$ cat config.mk
export PLATFORM = sky130hd
export DESIGN_NAME = hex_scan_driver
export DESIGN_NICKNAME = d
export VERILOG_FILES = /design/src/rtl/hex_disp_pkg.sv /design/src/rtl/hex7seg_decode.sv /design/src/rtl/hex_scan_driver.sv
export SDC_FILE = /design/constraint.sdc
export NUM_CORES = 1
export LEC_CHECK = 0
export BUFFER_PORTS_ARGS = -buffer_cell sky130_fd_sc_hd__buf_2
export CAP_MARGIN = 20
export CORE_ASPECT_RATIO = 0.5
export CORE_MARGIN = 4
export CORE_UTILIZATION = 30
export CTS_CLUSTER_DIAMETER = 150
export DETAILED_ROUTE_END_ITERATION = 8
export GPL_TIMING_DRIVEN = 0
export HOLD_SLACK_MARGIN = 0.05
export SYNTH_ARGS = -nofsm -noshare
export SYNTH_HDL_FRONTEND = slang
export SYNTH_SLANG_ARGS = --single-unit
$ cat constraint.sdc
create_clock -name clk -period 2.5 [get_ports clk]
set_input_delay 0.125 -clock clk [delete_from_list [all_inputs] [get_ports clk]]
set_output_delay 0.125 -clock clk [all_outputs]
set_load 0.01 [all_outputs]
$ cat src/rtl/hex_disp_pkg.sv
// ---------------------------------------------------------------------------
// hex_disp_pkg
// Shared definitions for the multiplexed 4-digit hex display:
//   NUM_DIGITS  - number of scanned digits
//   digit_idx_t - scan index type (one value per digit)
//   hex_t/seg_t - nibble and 7-segment ({g,f,e,d,c,b,a}) vector types
//   frame_t     - one display frame as held in the shadow registers
//   SEG_TABLE   - active-high segment pattern for each hex value
// ---------------------------------------------------------------------------
package hex_disp_pkg;

    localparam int NUM_DIGITS = 4;

    typedef logic [1:0] digit_idx_t;
    typedef logic [3:0] hex_t;
    typedef logic [6:0] seg_t;

    typedef struct packed {
        logic [NUM_DIGITS-1:0] blank;
        logic [NUM_DIGITS-1:0] blink;
        hex_t [NUM_DIGITS-1:0] digits;
    } frame_t;

    // Glyphs use the lower-case forms for b and d so they differ from 8 and 0.
    localparam seg_t SEG_TABLE [0:15] = '{
        7'b0111111,  // 0
        7'b0000110,  // 1
        7'b1011011,  // 2
        7'b1001111,  // 3
        7'b1100110,  // 4
        7'b1101101,  // 5
        7'b1111101,  // 6
        7'b0000111,  // 7
        7'b1111111,  // 8
        7'b1101111,  // 9
        7'b1110111,  // A
        7'b1111100,  // b
        7'b0111001,  // C
        7'b1011110,  // d
        7'b1111001,  // E
        7'b1110001   // F
    };

endpackage

$ cat src/rtl/hex7seg_decode.sv
// ---------------------------------------------------------------------------
// hex7seg_decode
// Purely combinational hex-to-7-segment decoder, active-high output.
//   hex - 4-bit value to display
//   seg - segments {g,f,e,d,c,b,a}, 1 = segment lit
// ---------------------------------------------------------------------------
module hex7seg_decode
    import hex_disp_pkg::*;
(
    input  logic [3:0] hex,
    output logic [6:0] seg
);

    assign seg = SEG_TABLE[hex];

endmodule

$ cat src/rtl/hex_scan_driver.sv
// ---------------------------------------------------------------------------
// hex_scan_driver
// Time-multiplexed driver for a 4-digit common-anode/cathode hex display.
// Each digit is shown for SCAN_DIV clocks, with the first DEAD_CYC clocks of
// every digit slot blanked to stop ghosting. A whole frame (4 digits plus
// blank/blink masks) is snapshotted at the end of digit 3 so inputs changing
// mid-frame never tear the display.
//
// Parameters
//   SCAN_DIV       - clocks per digit slot
//   DEAD_CYC       - clocks of all-anodes-off at the start of each slot
//   SEG_ACTIVE_LOW - 1 inverts seg and an at the pins
// Ports
//   clk            - clock, rising edge
//   reset          - asynchronous, active-high reset
//   digit0..digit3 - hex values to display
//   blank_mask     - bit i = 1 blanks digit i
//   blink_mask     - bit i = 1 blinks digit i
//   seg            - segments {g,f,e,d,c,b,a}, registered
//   an             - one-hot digit enable, registered
//   frame_start    - one-clock pulse as the new snapshot becomes active
// ---------------------------------------------------------------------------
module hex_scan_driver
    import hex_disp_pkg::*;
#(
    parameter int SCAN_DIV       = 50000,
    parameter int DEAD_CYC       = 8,
    parameter bit SEG_ACTIVE_LOW = 1'b1
) (
    input  logic       clk,
    input  logic       reset,
    input  logic [3:0] digit0,
    input  logic [3:0] digit1,
    input  logic [3:0] digit2,
    input  logic [3:0] digit3,
    input  logic [3:0] blank_mask,
    input  logic [3:0] blink_mask,
    output logic [6:0] seg,
    output logic [3:0] an,
    output logic       frame_start
);

    localparam int              PRE_W    = (SCAN_DIV > 1) ? $clog2(SCAN_DIV) : 1;
    localparam logic [PRE_W-1:0] PRE_LAST = PRE_W'(SCAN_DIV - 1);
    localparam logic [PRE_W-1:0] DEAD_LIM = PRE_W'(DEAD_CYC);
    localparam digit_idx_t      LAST_IDX = digit_idx_t'(NUM_DIGITS - 1);

    // XOR masks: all-ones flips polarity, all-zeros passes through. XORing an
    // all-off active-high value gives the inactive pin level either way.
    localparam logic [6:0] SEG_POL = {7{SEG_ACTIVE_LOW}};
    localparam logic [3:0] AN_POL  = {4{SEG_ACTIVE_LOW}};

    logic [PRE_W-1:0] prescaler;
    digit_idx_t       idx;
    logic [7:0]       blink_cnt;
    frame_t           shadow;

    logic             scan_tick;
    logic             snap;
    hex_t             cur_hex;
    logic             dark;
    logic             lit;
    logic [6:0]       dec_seg;
    logic [6:0]       seg_ah;
    logic [3:0]       an_ah;

    assign scan_tick = (prescaler == PRE_LAST);
    assign snap      = scan_tick && (idx == LAST_IDX);

    // NOTE: state registers use non-blocking assignments so every flop
    // samples the pre-edge values and simulation matches the hardware.
    always_ff @(posedge clk or posedge reset) begin
        if (reset) begin
            prescaler <= '0;
        end else if (scan_tick) begin
            prescaler <= '0;
        end else begin
            prescaler <= prescaler + 1'b1;
        end
    end

    // Index and blink counter both wrap naturally at their widths, so a
    // snapshot tick that also rolls blink_cnt over 255->0 needs no priority.
    always_ff @(posedge clk or posedge reset) begin
        if (reset) begin
            idx       <= '0;
            blink_cnt <= '0;
        end else if (scan_tick) begin
            idx       <= idx + 1'b1;
            blink_cnt <= blink_cnt + 1'b1;
        end
    end

    // NOTE: the shadow frame is a handful of flops, not a RAM, so it is reset
    // to show zeros until the first snapshot after reset.
    always_ff @(posedge clk or posedge reset) begin
        if (reset) begin
            shadow      <= '0;
            frame_start <= 1'b0;
        end else begin
            frame_start <= snap;
            if (snap) begin
                shadow.digits <= {digit3, digit2, digit1, digit0};
                shadow.blank  <= blank_mask;
                shadow.blink  <= blink_mask;
            end
        end
    end

    // NOTE: every signal written here gets a value on every path, so no
    // latch is inferred.
    always_comb begin
        cur_hex = shadow.digits[idx];
        dark    = shadow.blank[idx] | (shadow.blink[idx] & blink_cnt[7]);
        lit     = (prescaler >= DEAD_LIM) && !dark;
        an_ah   = lit ? (4'b0001 << idx) : 4'b0000;
    end

    hex7seg_decode u_decode (
        .hex (cur_hex),
        .seg (dec_seg)
    );

    // Segments are forced off whenever no anode is driven.
    assign seg_ah = lit ? dec_seg : 7'b0000000;

    // Registering both seg and an together keeps them switching on the same
    // edge, so no segment pattern ever leaks onto the wrong digit.
    always_ff @(posedge clk or posedge reset) begin
        if (reset) begin
            seg <= SEG_POL;
            an  <= AN_POL;
        end else begin
            seg <= SEG_POL ^ seg_ah;
            an  <= AN_POL ^ an_ah;
        end
    end

endmodule

[Word-level counts from Yosys, hierarchy flattened]
Memory sizes are Yosys's and may differ from the RTL's.
Index checks and enable logic that the tools add are counted.
Storage, ports and cells
  word-level logic and storage cells: 41
  bits of input ports: 26
  memories: 1
  bits in read-only memories: 112
  output and inout bits: 12
  register bits after elaboration: 62
Operators by class
  reductions and logical operators: 3
  bitwise logic cells: 5
  order comparisons: 3
  shift operators: 1
  add/sub/neg operators: 3
  multiplexer cells: 11
  eq/ne operators: 2
Memories
  (no name shown): depth 16, bits a word 7, read ports 1, clocked after memory_dff 0, wr ports 0, line hex7seg_decode.sv:14  | assign seg = SEG_TABLE[hex];
Operators by type and width (number)
  7-bit two-way mux: 3
  16-bit by 1-bit adder with 16-bit output, second input constant: 1
  16-bit == test, second input constant: 1
  16-bit by 4-bit greater-or-equal comparator with 1-bit output, second input constant: 1
  16-bit two-way mux: 1
  8-bit by 1-bit adder with 8-bit output, second input constant: 1
  4-bit binary-select mux with 2-bit select: 1
  4-bit two-way mux: 2
  7-bit NOT: 1
  5-bit greater-or-equal comparator, second input constant: 1
  4-bit NOT with 5-bit output: 1
  1-bit binary-select mux with 2-bit select: 2
  4-bit NOT: 1
  1-bit by 2-bit left shift with 4-bit output, first input constant: 1
  2-bit by 3-bit < comparator with 1-bit output, second input constant: 1
  2-bit by 1-bit adder with 2-bit output, second input constant: 1
  2-bit == test, second input constant: 1
  1-bit logical AND: 2
  1-bit two-way mux: 2
  1-bit bitwise AND: 1
  1-bit zero test: 1
  1-bit OR: 1

[Logic depth before layout (Yosys ltp)]
Gate-level depths: netlist (run 1).
  word-level depth: 8
  mapped depth: 8
  gate-level depth less buffers: 6

[Hierarchy]
A second synthesis (run 1) with hierarchy kept.
Unflattened totals
  cells, all modules: 236
  area total of the unflattened synthesis: 2977.9 um^2
Modules (own cells, without submodules)
  hex_scan_driver: times used 1, area an instance 2690.1 um^2, cells each 203, seq. area each 1565.3 um^2
  hex7seg_decode: times used 1, area an instance 287.8 um^2, cells each 33, seq. area each 0.0 um^2

[Least setup slack after synthesis (run 1)]
No wires, ideal clock.
  path kind: register to register
  start: register idx[0]
  end: register seg[0]
  library setup time: 0.091 ns
  arrival: 2.101 ns
  period minus slack after synthesis: 2.192 ns
  required time: 2.409 ns
  cell stages (with the launch flop): 9
  slack: 0.308 ns
  path buffers: 2
  cell sequence: dfrtp_1 buf_2 buf_4 mux4_2 inv_1 ha_1 nor2_1 a32o_1 o31ai_1
Between the ends
  cells in the longest elaborated chain, start to end: 8
  elaborated cells between the ends (all ways): 16
  classes of those cells: mux (9); bitwise (4); reduce/logical (2); memory (1)
Ends and longest elaborated chain
  from (decl): line hex_scan_driver.sv:54  | digit_idx_t idx;
  from (signal assigned): line hex_scan_driver.sv:89  | idx <= idx + 1'b1;
  4-bit binary-select mux with 2-bit select / 1-bit binary-select mux with 2-bit select (equally long branches): line hex_scan_driver.sv:113, hex_scan_driver.sv:114
  4-bit two-way mux (not written as such) / 1-bit two-way mux (equally long branches): line hex_scan_driver.sv:113, hex_scan_driver.sv:114
  4-bit NOT with 5-bit output (not written as such) / 1-bit bitwise AND (equally long branches): line hex7seg_decode.sv:14, hex_scan_driver.sv:114
  memory read 16 x 7 bit / 1-bit OR (equally long branches)
  7-bit two-way mux (not written as such) / 1-bit zero test (equally long branches): line hex7seg_decode.sv:14, hex_scan_driver.sv:115
  7-bit two-way mux (not written as such) / 1-bit logical AND (equally long branches): line hex7seg_decode.sv:14, hex_scan_driver.sv:115
  7-bit two-way mux *: line hex_scan_driver.sv:125  | assign seg_ah = lit ? dec_seg : 7'b0000000;
  7-bit NOT (no line) *
  to (signal assigned): line hex_scan_driver.sv:134  | seg <= SEG_POL ^ seg_ah;
  to (decl): line hex_scan_driver.sv:38  | output logic [6:0] seg,
Every way passes the cells marked *; elsewhere a longest branch is shown, timed or not. The select of a mux whose other input is x is not followed.
A chain may end at the register's enable or synchronous reset.

[Final worst setup path (run 1)]
  start: register prescaler[0]
  end: register shadow[6] in the netlist's numbering
Between the ends
  cells in the longest elaborated chain, start to end: 2
Ends and longest elaborated chain
  from (decl): line hex_scan_driver.sv:53  | logic [PRE_W-1:0] prescaler;
  from (signal assigned): line hex_scan_driver.sv:78  | prescaler <= prescaler + 1'b1;
  16-bit == test: line hex_scan_driver.sv:67  | assign scan_tick = (prescaler == PRE_LAST);
  1-bit logical AND: line hex_scan_driver.sv:68  | assign snap = scan_tick && (idx == LAST_IDX);
  to (decl): line hex_scan_driver.sv:56  | frame_t shadow;
Every way passes these cells.

==> impl_table.tex, run 1 <==
\begin{tabular}{lr}
\hline
Metric & Value \\
\hline
\multicolumn{2}{l}{\textbf{Power and ir drop}} \\
Total Power & 2360 µW \\
IR Drop Worst-Case VDD & 0.348 mV \\
Cell Pwr Density & 573 nW/µm² \\
Pleak & 0.00186 µW \\
\multicolumn{2}{l}{\textbf{Setup path}} \\
Worst Reg2Reg Path Length in Cells & 6 \\
Data required, critical path & 2.70 ns \\
Reg-to-reg endpoint & shadow[6] \\
CP arrival & 2.56 ns \\
Critical path capture point type & register \\
Biggest fanout along the worst timing path & 10 \\
Critical path startpoint category & register \\
Category of the critical setup timing path & register to register \\
Worst setup slack for register-to-register paths & 0.14 ns \\
Beginning of the worst register-to-register path & prescaler[0] \\
\multicolumn{2}{l}{\textbf{GRT}} \\
First-pass GRT wire length & 11300 µm \\
Pin count of the biggest net entering global routing & 41 \\
Initial antenna violation count & 0 \\
Total overflow reported by the global router & 0 \\
Number of global-route vias before repair & 2263 \\
Total global routing track utilization & 0.113 \\
\multicolumn{2}{l}{\textbf{Cells and area}} \\
Finished Core Util & 0.400 \\
Layout net count & 364 \\
Count of inserted antenna diode cells & 0 \\
Area added between synthesis and finish & 29.2\% \\
Final std cells w/o fill & 470 \\
Fraction of layout instances using a drive strength above 1 & 0.361 \\
\multicolumn{2}{l}{\textbf{Yosys}} \\
Synth async-reset ratio & 1.00 \\
Per-instance average area after synthesis & 12.7 µm² \\
Count of flip-flops with a built-in enable after synthesis & 0 \\
Seq/Total Area, Yosys & 0.492 \\
Synthesized area & 3180 µm² \\
Synth unique cells & 45 \\
Synthesis-stage register bit count & 62 \\
Most used DFF post-synth & sky130\_fd\_sc\_hd\_\_dfrtp\_1 \\
Synthesized netlist net count & 289 \\
Instance count of the mapped netlist & 250 \\
Number of warnings printed during yosys synthesis & 0 \\
\multicolumn{2}{l}{\textbf{Floorplanning}} \\
Initial core utilization & 0.310 \\
CORE AREA & 10300 µm² \\
Die Span X & 154 µm \\
Full die area & 12400 µm² \\
Number of core rows & 26 \\
Vertical die dimension & 80.9 µm \\
Io pins & 38 \\
\multicolumn{2}{l}{\textbf{Route}} \\
Residual DRC & 0 \\
Post-DR wirelength/cell & 13.9 µm \\
Drt first-iter violations & 91 \\
Number of detailed-routing iterations run before antenna repair & 4 \\
Via-per-instance ratio & 4.70 \\
Detailed Route WL & 6550 µm \\
Number of nets with antenna violations after detailed routing & 0 \\
Via Count & 2207 \\
\multicolumn{2}{l}{\textbf{Clock network}} \\
Clock Sink Count & 62 \\
TritonCTS clock tree & done \\
Clock slew at reported path FFs & 0.06 ns \\
Buffer cell driving the clock tree root & sky130\_fd\_sc\_hd\_\_clkbuf\_16 \\
Number of H-tree levels & 3 \\
Buffer levels on the longest clock path & 2 \\
Number of clock buffers inserted by TritonCTS & 9 \\
Skew-Pair Late Insertion Delay & 0.32 ns \\
\multicolumn{2}{l}{\textbf{Placed design}} \\
Count of input and output buffers & 37 \\
Placer's final routability congestion estimate & 0.821 \\
HPWL after detailed placement & 4730 µm \\
Cell count after placement & 428 \\
\multicolumn{2}{l}{\textbf{STA}} \\
Max-slew headroom & 0.557 \\
Share of the cycle needed by the critical path after routing & 0.945 \\
Maximum clock rate & 0.423 GHz \\
Unrepaired setup endpoints after global routing & no \\
Transition at the pin with the smallest max-transition slack & 0.646 ns \\
Number of setup violations in the final report & 0 \\
Worst clock skew & 0.0113 ns \\
Number of slew-limit violations in the final report & 0 \\
Number of hold violations in the final report & 0 \\
Final critical-path required period & 2.36 ns \\
Post-route setup TNS & 0 ns \\
\multicolumn{2}{l}{\textbf{Run}} \\
Number of max-cap violations & 0 \\
\multicolumn{2}{l}{\textbf{Outcome}} \\
Outcome & completed \\
\multicolumn{2}{l}{\textbf{Min path}} \\
Worst min path class & input port to asynchronous set/reset pin \\
\hline
\end{tabular}
how the worst max path moves through the flow:
stage,start,endpoint,slack (ns),cells after the start
after CTS,idx[0],seg[0],0.03,8
after detailed placement,idx[0],seg[0],-0.10,8
after global placement,idx[0],seg[0],-0.08,8
after floorplan,idx[0],seg[0],0.31,8
final,prescaler[0],shadow[6],0.14,6
after global routing,prescaler[0],shadow[10],0.02,6
layout by cell type, fill, tap and decap left out, types with 3 or more instances in the layout:
| cell type | instances |
|---|---|
| sky130_fd_sc_hd__nand4_1 | 8 |
| sky130_fd_sc_hd__ha_1 | 12 |
| sky130_fd_sc_hd__o211ai_1 | 3 |
| sky130_fd_sc_hd__inv_1 | 3 |
| sky130_fd_sc_hd__nand3_1 | 11 |
| sky130_fd_sc_hd__clkinv_4 | 3 |
| sky130_fd_sc_hd__dfstp_2 | 11 |
| sky130_fd_sc_hd__inv_2 | 3 |
| sky130_fd_sc_hd__o21ai_0 | 3 |
| sky130_fd_sc_hd__dlygate4sd3_1 | 25 |
| sky130_fd_sc_hd__mux2_2 | 9 |
| sky130_fd_sc_hd__buf_2 | 40 |
| sky130_fd_sc_hd__xnor2_1 | 13 |
| sky130_fd_sc_hd__and3_1 | 4 |
| sky130_fd_sc_hd__and2_1 | 5 |
| sky130_fd_sc_hd__mux2_4 | 20 |
| sky130_fd_sc_hd__nor2_1 | 12 |
| sky130_fd_sc_hd__buf_6 | 3 |
| sky130_fd_sc_hd__mux4_2 | 5 |
| sky130_fd_sc_hd__nand2_1 | 13 |
| sky130_fd_sc_hd__dfrtp_1 | 51 |
| sky130_fd_sc_hd__mux2i_1 | 10 |
| sky130_fd_sc_hd__nor3_1 | 9 |
| sky130_fd_sc_hd__clkbuf_16 | 9 |
| sky130_fd_sc_hd__xor2_1 | 8 |
worst max-delay path, stage by stage, from the launching register on:
cell                      delay (ns)
sky130_fd_sc_hd__dfrtp_1        0.40
sky130_fd_sc_hd__ha_1           0.22
sky130_fd_sc_hd__nand3_1        0.23
sky130_fd_sc_hd__nor3_2         0.61
sky130_fd_sc_hd__nand3_4        0.24
sky130_fd_sc_hd__buf_6          0.23
sky130_fd_sc_hd__mux2_4         0.30
flip-flops by register name, summed over array words and instances (netlist names):
name         count
an               4
blink_cnt        8
frame_start      1
idx              2
prescaler       16
seg              7
shadow          24
power breakdown:
group          switching, µW  total [µW]  internal, µW
combinational           80.8         184           103
sequential              15.4        1060          1040
clock                    446        1120           670
total                    542        2360          1810
cells by family (layout without fill, tap and decap cells):
kind of cell             count (synthesis)  after routing  share of synthesized area
AND/OR/NAND/NOR                         77             77                      0.139
adder cells (fa/ha/maj)                 13             13                     0.0511
XOR/XNOR                                21             21                     0.0578
flip-flops                              62             62                      0.492
AO/OA/AOI/OAI                           18             18                     0.0417
buffers and inverters                   15             95                     0.0263
multiplexers                            44             44                      0.193
cells in the mapped netlist, types with 2 or more instances:
| master | number | area (µm²) |
|---|---|---|
| sky130_fd_sc_hd__buf_6 | 2 | 22.5 |
| sky130_fd_sc_hd__or3_1 | 2 | 12.5 |
| sky130_fd_sc_hd__o211ai_1 | 3 | 22.5 |
| sky130_fd_sc_hd__mux2i_1 | 10 | 100 |
| sky130_fd_sc_hd__nand2_1 | 13 | 48.8 |
| sky130_fd_sc_hd__nand4_1 | 8 | 50.1 |
| sky130_fd_sc_hd__o21a_1 | 2 | 15.0 |
| sky130_fd_sc_hd__a21oi_1 | 2 | 10.0 |
| sky130_fd_sc_hd__and2_1 | 5 | 31.3 |
| sky130_fd_sc_hd__mux4_2 | 5 | 113 |
| sky130_fd_sc_hd__mux2_4 | 20 | 300 |
| sky130_fd_sc_hd__inv_1 | 6 | 22.5 |
| sky130_fd_sc_hd__or4_4 | 2 | 22.5 |
| sky130_fd_sc_hd__xor2_1 | 8 | 70.1 |
| sky130_fd_sc_hd__dfstp_2 | 11 | 289 |
| sky130_fd_sc_hd__buf_2 | 4 | 20.0 |
| sky130_fd_sc_hd__and3_1 | 4 | 25.0 |
| sky130_fd_sc_hd__xnor2_1 | 13 | 114 |
| sky130_fd_sc_hd__nor3_1 | 9 | 45.0 |
| sky130_fd_sc_hd__buf_4 | 2 | 15.0 |
| sky130_fd_sc_hd__nor4_1 | 2 | 12.5 |
| sky130_fd_sc_hd__o21ai_0 | 3 | 15.0 |
| sky130_fd_sc_hd__dfrtp_1 | 51 | 1280 |
| sky130_fd_sc_hd__mux2_2 | 9 | 101 |
| sky130_fd_sc_hd__ha_1 | 13 | 163 |
| sky130_fd_sc_hd__nand3_1 | 11 | 55.1 |
| sky130_fd_sc_hd__nor2_1 | 12 | 45.0 |
timing repair:
action	in CTS	in global routing
setup buffers	0	1
setup endpoints to repair	1	1
gates cloned	0	0
endpoints found under the hold margin	40	0
resized for setup	3	3
hold buffers	25	0
per-layer routing:
| layer | routed length [µm] | share of wire | vias to the layer above | GRT usage |
|---|---|---|---|---|
| li1 | - | - | 1057 | - |
| met1 | 3030 | 0.46 | 1110 | 0.146 |
| met2 | 3230 | 0.49 | 34 | 0.190 |
| met3 | 231 | 0.035 | 6 | 0.0271 |
| met4 | 59 | 0.0090 | 0 | 0.0344 |
| met5 | 0 | 0 | - | 0 |
per-stage QoR:
stage	instance area, µm²	setup slack [ns]	hold WS [ns]
3_3_place_gp	3540	-0.0760	0.359
4_1_cts	4100	0.0345	0.388
6_report	4110	0.137	0.385
3_5_place_dp	3560	-0.105	0.181
2_1_floorplan	3180	0.308	0.274
5_1_grt	4110	0.0226	0.445
area by class of cell:
class                   instances  area, µm²
flip-flops and latches         62       1570
multi-input cells             173       1540
clock buffers                   9        225
clock inverters                 7       51.3
fillers                       972       6170
inverters                       7       26.3
plain buffers                   8       63.8
well taps                     140        175
repair buffers                 64        463
(Power assumes the default switching activity.)
==> inputs of run 2 (changes only) <==
==> constraint.sdc (replaced) <==
create_clock -name clk -period 2.7 [get_ports clk]
set_input_delay 0.135 -clock clk [delete_from_list [all_inputs] [get_ports clk]]
set_output_delay 0.135 -clock clk [all_outputs]
set_load 0.01 [all_outputs]
==> run 2 against run 1 <==
Net effect: utilization shrank 0.44 points; power decreased by 7.6%; cell count fell by 0.85%; die area stayed put; sequential power decreased by 8%; largest power group unchanged; fmax shrank 3.9%; sequential cell count did not move; hold slack got worse by 0.32 ns; largest cell class unchanged.
==> impl_table.tex, run 2 (synthesized netlist as in run 1, its figures left out) <==
\begin{tabular}{lr}
\hline
Metric & Value \\
\hline
\multicolumn{2}{l}{\textbf{Outcome}} \\
Outcome & completed \\
\multicolumn{2}{l}{\textbf{Power and ir drop}} \\
Internal Dissipation & 1680 µW (-7.6\%) \\
Pleak & 0.00185 µW (-0.77\%) \\
Sequential share of power & 0.449 (about the same) \\
Comb pwr share & 0.076 (-0.002) \\
Portion of total power attributed to the clock network & 0.475 (about the same) \\
Sw frac & 0.231 (+0.000618) \\
IR Drop Worst-Case VDD & 0.323 mV (-7.2\%) \\
Sw power & 503 µW (-7.3\%) \\
Cell Pwr Density & 536 nW/µm² (-6.5\%) \\
\multicolumn{2}{l}{\textbf{Setup path}} \\
Beginning of the worst register-to-register path & idx[0] \\
Critical path capture point type & register \\
CP arrival & 2.67 ns (+0.11 ns) \\
Data required, critical path & 2.91 ns (+0.21 ns) \\
Critical path startpoint category & register \\
Worst Reg2Reg Path Length in Cells & 8 (+2) \\
Biggest fanout along the worst timing path & 10 (unchanged) \\
CP bufs+invs & 3 (+2) \\
Reg-to-reg endpoint & seg[0] \\
Category of the critical setup timing path & register to register \\
Critical path's slowest cell & sky130\_fd\_sc\_hd\_\_mux4\_2 \\
Worst setup slack for register-to-register paths & 0.24 ns (+0.10 ns) \\
Longest individual stage delay on the worst path & 0.58 ns (-0.03 ns) \\
Critical Path, Cell by Cell & buf\_2 > buf\_6 > mux4\_2 > inv\_1 > ha\_2 > nor2\_1 > a32o\_1 > o31ai\_1 \\
Gate family responsible for the most delay along the worst path & multiplexers \\
\multicolumn{2}{l}{\textbf{STA}} \\
Max-slew headroom & 0.558 (about the same) \\
Worst clock skew & 0.00818 ns (-0.00311 ns) \\
Maximum clock rate & 0.407 GHz (-3.9\%) \\
Number of setup violations in the final report & 0 (unchanged) \\
Transition at the pin with the smallest max-transition slack & 0.645 ns (-0.000732 ns) \\
Tightest hold margin & 0.0612 ns (-0.324 ns) \\
Unrepaired setup endpoints after global routing & no \\
Share of the cycle needed by the critical path after routing & 0.911 (-0.0344) \\
Number of slew-limit violations in the final report & 0 (unchanged) \\
Post-route setup TNS & 0 ns (unchanged) \\
Final critical-path required period & 2.46 ns (+0.0960 ns) \\
Number of hold violations in the final report & 0 (unchanged) \\
\multicolumn{2}{l}{\textbf{Route}} \\
Drt first-iter violations & 98 (+7.7\%) \\
Number of nets with antenna violations after detailed routing & 0 (unchanged) \\
Post-DR wirelength/cell & 14.1 µm (+1.2\%) \\
Via-per-instance ratio & 4.67 (-0.56\%) \\
Detailed Route WL & 6570 µm (+0.29\%) \\
Number of detailed-routing iterations run before antenna repair & 4 (unchanged) \\
Via Count & 2176 (-1.4\%) \\
Residual DRC & 0 (unchanged) \\
\multicolumn{2}{l}{\textbf{Cells and area}} \\
Sequential standard cell area & 1570 µm² (unchanged) \\
Count of inserted antenna diode cells & 0 (unchanged) \\
Fillcell total & 984 (+1.2\%) \\
Area added between synthesis and finish & 27.7\% \\
Area taken by multi-input logic gates & 1540 µm² (-0.32\%) \\
Flip-flop count of the largest register after layout & 24 (unchanged) \\
Layout net count & 360 (-1.1\%) \\
Fraction of layout instances using a drive strength above 1 & 0.353 (-0.00785) \\
Top flop regs & shadow x24, prescaler x16, blink\_cnt x8 \\
Most common library cell in the layout ignoring fill and taps & sky130\_fd\_sc\_hd\_\_dfrtp\_1 \\
Largest register by flop count & shadow \\
Commonest non-fill, non-tap cells in the layout & sky130\_fd\_sc\_hd\_\_dfrtp\_1, sky130\_fd\_sc\_hd\_\_buf\_2, sky130\_fd\_sc\_hd\_\_dlygate4sd3\_1, sky130\_fd\_sc\_hd\_\_mux2\_4 \\
\multicolumn{2}{l}{\textbf{Placed design}} \\
Count of input and output buffers & 37 (unchanged) \\
HPWL after detailed placement & 4730 µm (unchanged) \\
Placer's final routability congestion estimate & 0.821 (unchanged) \\
\multicolumn{2}{l}{\textbf{Floorplanning}} \\
CORE AREA & 10300 µm² (unchanged) \\
Io pins & 38 (unchanged) \\
Number of core rows & 26 (unchanged) \\
Initial core utilization & 0.310 (unchanged) \\
Die Span X & 154 µm (unchanged) \\
Full die area & 12400 µm² (unchanged) \\
Vertical die dimension & 80.9 µm (unchanged) \\
\multicolumn{2}{l}{\textbf{GRT}} \\
Number of global-route vias before repair & 2246 (-0.75\%) \\
Pin count of the biggest net entering global routing & 41 (unchanged) \\
Initial antenna violation count & 0 (unchanged) \\
Total global routing track utilization & 0.113 (-0.000116) \\
Total overflow reported by the global router & 0 (unchanged) \\
First-pass GRT wire length & 11300 µm (-0.24\%) \\
\multicolumn{2}{l}{\textbf{Clock network}} \\
Buffer cell driving the clock tree root & sky130\_fd\_sc\_hd\_\_clkbuf\_16 \\
Buffer levels on the longest clock path & 2 (unchanged) \\
TritonCTS clock tree & done \\
Number of H-tree levels & 3 (unchanged) \\
Clock Sink Count & 62 (unchanged) \\
Skew-Pair Late Insertion Delay & 0.32 ns (about the same) \\
Clock slew at reported path FFs & 0.05 ns (about the same) \\
Number of clock buffers inserted by TritonCTS & 9 (unchanged) \\
Post-CTS setup buffer count & 0 (unchanged) \\
\multicolumn{2}{l}{\textbf{Min path}} \\
Worst Hold Depth & 2 \\
Worst min path class & input port to register \\
Source of the worst hold timing path & digit2[2] \\
Hold-critical path endpoint & shadow[10] \\
\multicolumn{2}{l}{\textbf{Run}} \\
Number of max-cap violations & 0 (unchanged) \\
\hline
\end{tabular}
-- run 2: changes by cell type in the layout (fill, tap and decap cells not counted), sizes merged --
cell and delta:
clkbuf -1, dlygate4sd3 -3
-- run 2: worst max path at each step --
stage / start / endpoint / depth (start not counted)
floorplan: idx[0] / seg[0] / 8
global placement: idx[0] / seg[0] / 8
detailed placement: idx[0] / seg[0] / 8
CTS: idx[0] / seg[0] / 8
global route: idx[0] / seg[0] / 8
finish: idx[0] / seg[0] / 8
-- run 2: final cells by class --
| class | count | share of cell area |
|---|---|---|
| Sequential cell | 62 | 0.385 |
| Multi-Input combinational cell | 173 | 0.378 |
| Timing Repair Buffer | 60 | 0.105 |
| Clock buffer | 9 | 0.0554 |
| Tap cell | 140 | 0.0431 |
| Buffer | 8 | 0.0151 |
| Clock inverter | 7 | 0.0126 |
| Inverter | 7 | 0.00646 |
-- run 2: what timing repair did --
| action | in CTS | in global routing |
|---|---|---|
| hold buffers | 22 | 0 |
| setup endpoints to repair | 0 | 1 |
| hold endpoints to repair | 37 | 0 |
| resized for setup | 0 | 2 |
-- run 2: metal layers --
metal,global-route usage,up-vias,part of all wire
li1,-,1051,-
met4,0.0344,0,0.0093
met2,0.191,35,0.49
met5,0,-,0
met1,0.145,1084,0.47
met3,0.0271,6,0.033
-- run 2: worst register-to-register path, stage by stage, from the launching register on --
cell and delay (ns):
sky130_fd_sc_hd__dfrtp_1 0.36, sky130_fd_sc_hd__buf_2 0.21, sky130_fd_sc_hd__buf_6 0.20, sky130_fd_sc_hd__mux4_2 0.58, sky130_fd_sc_hd__inv_1 0.15, sky130_fd_sc_hd__ha_2 0.27
sky130_fd_sc_hd__nor2_1 0.06, sky130_fd_sc_hd__a32o_1 0.22, sky130_fd_sc_hd__o31ai_1 0.30
-- run 2: through the flow --
| stage | setup WS, ns | instance area [µm²] | utilization | cells | total power, µW |
|---|---|---|---|---|---|
| 5_1_grt | 0.0490 | 4070 | 0.396 | 466 | 2270 |
| 4_1_cts | 0.0867 | 4060 | 0.395 | 466 | 2210 |
| 2_1_floorplan | 0.508 | 3180 | - | 250 | 1080 |
| 3_3_place_gp | 0.124 | 3540 | 0.345 | 427 | 1120 |
| 3_5_place_dp | 0.0951 | 3560 | 0.347 | 428 | 1140 |
| 6_report | 0.241 | 4070 | 0.396 | 466 | 2180 |
-- run 2: power groups by stage --
stage	Clock (µW)	Sequential (µW)	Combinational (µW)
finish	1040	978	165
global placement	0	993	132
global route	1110	982	182
floorplan	0	995	84.7
CTS	1060	978	167
detailed placement	0	994	141
